`config.mk`:
```
export PLATFORM = sky130hd
export DESIGN_NAME = caesar_decoder
export DESIGN_NICKNAME = d
export VERILOG_FILES = /design/src/rtl/caesar_decoder_pkg.sv /design/src/rtl/caesar_decoder_sym_fifo.sv /design/src/rtl/caesar_decoder.sv
export SDC_FILE = /design/constraint.sdc
export NUM_CORES = 1
export LEC_CHECK = 0
export CORE_MARGIN = 3
export CORE_UTILIZATION = 58
export CTS_CLUSTER_DIAMETER = 30
export CTS_CLUSTER_SIZE = 12
export DETAILED_ROUTE_END_ITERATION = 12
export PLACE_DENSITY = 0.92
export SYNTH_ARGS = -nofsm -noshare
export SYNTH_HDL_FRONTEND = slang
export SYNTH_HIERARCHICAL = 1
export SYNTH_SLANG_ARGS = --single-unit
```
`constraint.sdc`:
```
create_clock -name ready -period 5.35 [get_ports ready]
set_input_delay 0.8025 -clock ready [delete_from_list [all_inputs] [get_ports ready]]
set_output_delay 0.8025 -clock ready [all_outputs]
set_load 0.02 [all_outputs]
```
`src/rtl/caesar_decoder_pkg.sv`:
```
// Shared definitions for the Caesar encoder/decoder pair.
// Holds the code and digit widths, the legal digit range, the marker
// digit for illegal codes, the buffered symbol layout, and the decode helper.
package caesar_decoder_pkg;

    localparam int unsigned CODE_W    = 5;
    localparam int unsigned DIGIT_W   = 4;
    localparam int unsigned DIGIT_MAX = 9;
    localparam logic [DIGIT_W-1:0] ERR_DIGIT = 4'hF;

    // One buffered entry: {err, digit}
    typedef struct packed {
        logic               err;
        logic [DIGIT_W-1:0] digit;
    } sym_t;

    // A code in shift..shift+DIGIT_MAX maps to code-shift; anything else is
    // reported as an error with the marker digit.
    function automatic sym_t decode_code(input logic [CODE_W-1:0] code,
                                         input int unsigned       shift);
        sym_t        s;
        int unsigned c;
        c = 32'(code);
        if (c >= shift && c <= shift + DIGIT_MAX) begin
            s.err   = 1'b0;
            s.digit = DIGIT_W'(c - shift);
        end else begin
            s.err   = 1'b1;
            s.digit = ERR_DIGIT;
        end
        return s;
    endfunction

endpackage

```
`src/rtl/caesar_decoder_sym_fifo.sv`:
```
// caesar_sym_fifo: DEPTH-entry buffer of decoded symbols.
//   clk_i/rst_i : clock, synchronous active-high reset
//   push_i/data_i : write an entry (caller guarantees room or a same-edge pop)
//   pop_i/data_o  : remove the head entry (caller guarantees non-empty)
//   empty_o/full_o : occupancy status
// Pointers wrap naturally because DEPTH is a power of two.
module caesar_sym_fifo
    import caesar_decoder_pkg::*;
#(
    parameter int unsigned DEPTH = 4
) (
    input  logic clk_i,
    input  logic rst_i,
    input  logic push_i,
    input  sym_t data_i,
    input  logic pop_i,
    output sym_t data_o,
    output logic empty_o,
    output logic full_o
);

    localparam int unsigned PTR_W = $clog2(DEPTH);
    localparam int unsigned CNT_W = PTR_W + 1;

    sym_t             mem_q [DEPTH];
    logic [PTR_W-1:0] wr_ptr_q, wr_ptr_d;
    logic [PTR_W-1:0] rd_ptr_q, rd_ptr_d;
    logic [CNT_W-1:0] count_q,  count_d;

    always_comb begin
        wr_ptr_d = wr_ptr_q;
        rd_ptr_d = rd_ptr_q;
        count_d  = count_q;
        if (push_i) wr_ptr_d = wr_ptr_q + PTR_W'(1);
        if (pop_i)  rd_ptr_d = rd_ptr_q + PTR_W'(1);
        case ({push_i, pop_i})
            2'b10:   count_d = count_q + CNT_W'(1);
            2'b01:   count_d = count_q - CNT_W'(1);
            default: count_d = count_q;
        endcase
    end

    always_ff @(posedge clk_i) begin
        if (rst_i) begin
            wr_ptr_q <= '0;
            rd_ptr_q <= '0;
            count_q  <= '0;
        end else begin
            wr_ptr_q <= wr_ptr_d;
            rd_ptr_q <= rd_ptr_d;
            count_q  <= count_d;
        end
    end

    // Storage carries no reset; occupancy alone decides what is valid.
    always_ff @(posedge clk_i) begin
        if (!rst_i && push_i) mem_q[wr_ptr_q] <= data_i;
    end

    assign data_o  = mem_q[rd_ptr_q];
    assign empty_o = (count_q == '0);
    assign full_o  = (count_q == CNT_W'(DEPTH));

endmodule

```
`src/rtl/caesar_decoder.sv`:
```
// caesar_decoder: removes a Caesar offset from incoming 5-bit codes and
// buffers the resulting {err, digit} entries for a downstream consumer.
//   ready     : clock (rising edge)       reset     : sync, active-high
//   in_valid/in_code/in_accept            : code push handshake
//   out_valid/out_digit/out_err/out_take  : head entry and pop
//   err_count : saturating count of accepted illegal codes
//   ovf       : sticky, a code was dropped because the buffer was full
module caesar_decoder
    import caesar_decoder_pkg::*;
#(
    parameter int unsigned SHIFT = 3,
    parameter int unsigned DEPTH = 4
) (
    input  logic               ready,
    input  logic               reset,
    input  logic               in_valid,
    input  logic [CODE_W-1:0]  in_code,
    output logic               in_accept,
    output logic               out_valid,
    output logic [DIGIT_W-1:0] out_digit,
    output logic               out_err,
    input  logic               out_take,
    output logic [7:0]         err_count,
    output logic               ovf
);

    logic full, empty, push, pop, drop;
    sym_t sym_in, sym_head;

    logic [7:0] err_count_q, err_count_d;
    logic       ovf_q,       ovf_d;

    assign sym_in = decode_code(in_code, SHIFT);

    // A full buffer that is popped on the same edge still takes the offered
    // code, so occupancy holds and nothing is lost. in_accept itself depends
    // only on occupancy, keeping out_take off any combinational output path.
    assign pop  = !empty && out_take;
    assign push = in_valid && (!full || pop);
    assign drop = in_valid && full && !pop;

    always_comb begin
        err_count_d = err_count_q;
        ovf_d       = ovf_q | drop;
        if (push && sym_in.err && err_count_q != 8'hFF)
            err_count_d = err_count_q + 8'd1;
    end

    always_ff @(posedge ready) begin
        if (reset) begin
            err_count_q <= '0;
            ovf_q       <= 1'b0;
        end else begin
            err_count_q <= err_count_d;
            ovf_q       <= ovf_d;
        end
    end

    caesar_sym_fifo #(
        .DEPTH (DEPTH)
    ) u_fifo (
        .clk_i   (ready),
        .rst_i   (reset),
        .push_i  (push),
        .data_i  (sym_in),
        .pop_i   (pop),
        .data_o  (sym_head),
        .empty_o (empty),
        .full_o  (full)
    );

    assign in_accept = !full;
    assign out_valid = !empty;
    assign out_digit = empty ? '0 : sym_head.digit;
    assign out_err   = !empty && sym_head.err;
    assign err_count = err_count_q;
    assign ovf       = ovf_q;

endmodule

```
Word-level counts from Yosys, hierarchy flattened. Memory sizes are Yosys's and may differ from the RTL's. A register that Yosys moved wholly into a read port is not among the register bits. Cells that the tools add are included.

Flip-flop bits (word level): 16. Bits in writable memories: 20. Input port bits: 9. Output and inout port bits: 16. Memories: 1.

Memory list: u_fifo.mem_q (depth 4, width 5, rd ports 1, clocked after Yosys merged registers in 1, wr ports 1, line caesar_decoder_sym_fifo.sv:25) `sym_t mem_q [DEPTH];`.

$add $sub $neg: 6. $lt $le $gt $ge: 2. Equality and inequality tests: 4. Multiplexer cells: 7. Bitwise gates (word level): 1. Reduce and logical (&&, ||, !) cells: 16.

Operators with widths (number): logical AND 1 bit (9); adder 8 x 1 -> 8 bit, second input constant (1); inequality test 8 bit, second input constant (1); case mux 3 bit (2 select lines) (1); >= comparator 5 x 2 -> 1 bit, second input constant (1); <= comparator 5 x 4 -> 1 bit, second input constant (1); two-way mux 5 bit (1); adder 2 x 1 -> 2 bit, second input constant (2); logical NOT 1 bit (4); two-way mux 2 bit (2); two-way mux 4 bit (1); subtractor 4 x 2 -> 4 bit, second input constant (1); adder 3 x 1 -> 3 bit, second input constant (1); equality test 3 bit, second input constant (1); logical NOT 3 bit (1); subtractor 3 x 1 -> 3 bit, second input constant (1); equality test 2 x 1 -> 1 bit, second input constant (1); equality test 2 bit, second input constant (1); two-way mux 1 bit (2); nonzero test 2 bit (1); logical OR 1 bit (1); OR 1 bit (1).

Logic depth before layout (Yosys ltp).
Depth in word-level cells: 8. Mapped depth: 10.

Hierarchy. Netlist, hierarchy kept.

By module, submodules not included: caesar_sym_fifo (instances 1, cells an instance 74, area an instance 1163.6 um2); caesar_decoder (instances 1, cells an instance 77, area an instance 658.1 um2).

Least setup slack after synthesis. No wires, ideal clock.

Path kind: register to register. Start: reg u_fifo.count_q[0]. End: reg u_fifo.count_q[2]. Library setup time: 0.070 ns. Arrival: 2.341 ns. Required time: 5.280 ns. Path slack: 2.939 ns. Cell stages (with the launch flop): 11. Path buffers: 0. Path through: dfxtp_1 -> nor3_1 -> nand2b_1 -> a21boi_1 -> inv_1 -> ha_1 -> inv_1 -> fa_1 -> xor2_1 -> or3_1 -> a21oi_1.

Longest elaborated chain between the ends: 7. Elaborated cells on any way between the ends: 13. Classes of those cells: add/sub: 2; eq/ne: 3; mux: 1; reduce/logical: 7.

Ends and longest elaborated chain: start, declared (line caesar_decoder_sym_fifo.sv:28) `logic [CNT_W-1:0] count_q, count_d;`; start signal, assigned (line caesar_decoder_sym_fifo.sv:51) `count_q <= count_d;`; logical NOT 3 bit * (line caesar_decoder_sym_fifo.sv:61) `assign empty_o = (count_q == '0);`; named net empty (line caesar_decoder.sv:27) `logic full, empty, push, pop, drop;`; logical NOT 1 bit * (line caesar_decoder.sv:38) `assign pop = !empty && out_take;`; logical AND 1 bit * (line caesar_decoder.sv:38); logical OR 1 bit * (line caesar_decoder.sv:39) `assign push = in_valid && (!full || pop);`; logical AND 1 bit * (line caesar_decoder.sv:39); named net push (line caesar_decoder.sv:27); equality test 2 x 1 -> 1 bit / equality test 2 bit (equally long branches) (line caesar_decoder_sym_fifo.sv:36) `case ({push_i, pop_i})`; case mux 3 bit (2 select lines) / nonzero test 2 bit (equally long branches).

Mark *: on every way through the listed nets, which the timed path passes. The rest lies on a longest branch. A chain may end at the register's enable or synchronous reset.

==> impl_results.md <==
- Most used DFF post-synth: edfxtp_1
- Vias: 1271
- Syn nets: 169
- P_sw: 286 uW
- Final critical-path share of the clock period: 0.548
- DR vias/cell: 5.75
- Sequential power share: 0.448
- Detail Route Antenna Nets: 0
- Mean Syn Cell Area: 12.1 sq um
- Die ar.: 0.00385 sq mm
- 1st-iter DRT viols: 69
- Int Pwr: 542 uW
- FILL cells: 200
- Register area share after synthesis: 0.527
- Number of core rows: 19
- Clock buffer depth: 2
- Final Hold Vio Count: 0
- Vias in the first global route: 1253
- Switching part of the total: 0.346
- CP startpoint kind: flop
- Nets@finish: 196
- Port buffer count: 24
- # clock sinks: 38
- Critical Path Fanout Max: 5
- Initial core utilization: 0.633
- Max cap viols: 0
- Final TNS setup: 0 ps
- Die height: 62.0 um
- Count of pins over their slew limit: 0
- Clock root cell: clkbuf_4
- First-pass GRT wire length: 5.71 mm
- Total wire length: 3.39 mm
- Syn Inst Count: 151
- Most frequent cell after synthesis: edfxtp_1
- Largest net degree at the start of global routing: 21
- ANT cells: 0
- Static Leak: 0.731 nW
- Synth warn: 6
- Setup violations, final: 0
- Outcome: finished clean
- FF-to-FF setup slack: 2460 ps
- Hold Path Stages: 2
- H-tree Lvls: 2
- Layout cell share with drive strength beyond 1: 0.106
- Worst r2r src: u_fifo/count_q[0]$_SDFFE_PP0P_
- CTS tree: done
- Postcts setup bufs: 0
- 1st-pass router iterations: 4
- Top Ports: 25
- Hold endpoint: ovf$_SDFF_PP0_
- Cts repair resizes: 0
- Initial antenna violation count: 0
- RSZ-0062 raised after global routing: no
- Crit path time final: 2930 ps
- Most area-hungry cell type in the Yosys netlist: edfxtp_1
- Hold Path Origin: ovf$_SDFF_PP0_
- Gp weighted congestion: 0.811
- GRT overflow: 0
- Worst path arrival time: 2130 ps
- Synth top cells by count: edfxtp_1 (20), dfxtp_1 (18), nor2_1 (14), inv_1 (11)
- Synth cell types: 40
- Pwr/cell area: 390 mW/mm^2
- Part of the power in combinational logic: 0.385
- CTS buffer count: 5
- VDD IR max: 0.301 mV
- Slew @ Worst Pin: 955 ps
- Max Freq: 0.341 GHz
- Final Cell Area: 0.00213 sq mm
- Worst rel slew slack: 0.363
- EDFF count, synth: 20
- Synth area leaders: edfxtp_1 (33%), dfxtp_1 (20%), mux4_2 (6.2%)
- #FFs+latches synth: 38
- Total Routing Usage GR: 0.207
- Cell area after synthesis: 0.00182 sq mm
- Clock network power share: 0.167
- R2r endpoint: u_fifo/count_q[2]$_SDFFE_PP0P_
- Die X: 62.0 um
- CP Class: flop to primary output
- Worst Reg-to-Reg Cells: 10
- Clk slew on worst S/H paths: 100 ps
- Clk_skew: 13.6 ps
- Clk Latency, worst-skew pair: 340 ps
- Critical Path Sink Type: primary output
- Post-DR wirelength/cell: 15.3 um
- Worst hold path class: flop to flop
- Fraction of registers with async set/reset: 0
- Post-detailed-route DRC marker count: 0
- Critical Path RT: 4550 ps
- Post-DP Area: 0.00207 sq mm
- DPL Wire Length: 2.58 mm
- CORE AREA: 0.00288 sq mm
- Area added between synthesis and finish: 16.7%
- Number of hold buffers added after CTS: 0
- Synth top area share: 0.330
## cell type report
class                           count  area [sq um]  area share
Sequential cell                    38           961       0.452
Clock inverter                      2          10.0     0.00471
Timing Repair Buffer               24           240       0.113
Tap cell                           42          52.6      0.0247
Multi-Input combinational cell     95           768       0.361
Inverter                           14          52.6      0.0247
Clock buffer                        6          41.3      0.0194
## worst max-delay path, stage by stage, from the launching register on
cell	delay, ps
dfxtp_1	540
mux4_2	550
nor2b_1	140
clkdlybuf4s50_1	570
## logic make-up after synthesis
family | after synthesis | share of synthesized area
xor+xnor | 7 | 0.0337
flops | 38 | 0.527
simple gates | 48 | 0.143
compound gates | 23 | 0.0996
mux | 8 | 0.0797
buf+inv | 18 | 0.0508
fa+ha+maj | 9 | 0.0659
## worst max-delay path by stage
| stage | start | endpoint | cells after the start | slack [ps] |
|---|---|---|---|---|
| after CTS | flop | out_digit[1] | 3 | 2350 |
| after detailed placement | in_code[0] | err_count[5]$_SDFFE_PP0P_ | 6 | 2100 |
| after floorplan | u_fifo/count_q[0]$_SDFFE_PP0P_ | u_fifo/count_q[2]$_SDFFE_PP0P_ | 10 | 2940 |
| after global routing | flop | out_digit[1] | 3 | 2260 |
| final | flop | out_digit[1] | 3 | 2420 |
| after global placement | in_code[0] | err_count[7]$_SDFFE_PP0P_ | 6 | 2240 |
## power by group through the flow
stage	logic, mW	registers (mW)	clock network (mW)
final	0.319	0.371	0.138
after global routing	0.347	0.377	0.155
after CTS	0.321	0.372	0.143
after detailed placement	0.320	0.379	0
after global placement	0.306	0.376	0
after floorplan	0.218	0.367	0
## sequential cells by signal (all words and copies together), names as in the netlist, named ones only
| signal | flops |
|---|---|
| u_fifo/rd_ptr_q | 2 |
| u_fifo/wr_ptr_q | 2 |
| err_count | 8 |
| u_fifo/count_q | 3 |
| ovf | 1 |
| u_fifo/mem_q | 20 |
## through the flow
step                std cells  setup WS, ps  utilization  total power [mW]  hold slack [ps]
global route              221          2260        0.739             0.879              543
global placement          213          2240        0.721             0.682              467
detailed placement        213          2100        0.721             0.698              487
finish                    221          2420        0.739             0.828              496
floorplan                 151          2940            -             0.585              467
CTS                       221          2350        0.739             0.835              510
## cell usage in the layout (no fill, tap or decap), types with 3 or more instances in the layout
| cell | n |
|---|---|
| and2_1 | 4 |
| inv_2 | 3 |
| edfxtp_1 | 20 |
| a21oi_1 | 8 |
| or4_1 | 3 |
| nor2b_1 | 7 |
| o31ai_1 | 3 |
| ha_1 | 8 |
| nor2_1 | 14 |
| clkdlybuf4s50_1 | 24 |
| dfxtp_1 | 18 |
| mux4_2 | 5 |
| o21ai_0 | 3 |
| xnor2_1 | 4 |
| nand2b_1 | 3 |
| xor2_1 | 3 |
| nand2_1 | 4 |
| inv_1 | 11 |
| clkbuf_4 | 5 |
## routing by layer
metal | share of wire | global-route usage | up-vias
li1 | - | - | 600
met1 | 0.41 | 0.254 | 610
met4 | 0.021 | 0.0606 | 0
met5 | 0 | 0 | -
met2 | 0.52 | 0.346 | 51
met3 | 0.050 | 0.0682 | 10
(Power assumes the default switching activity.)
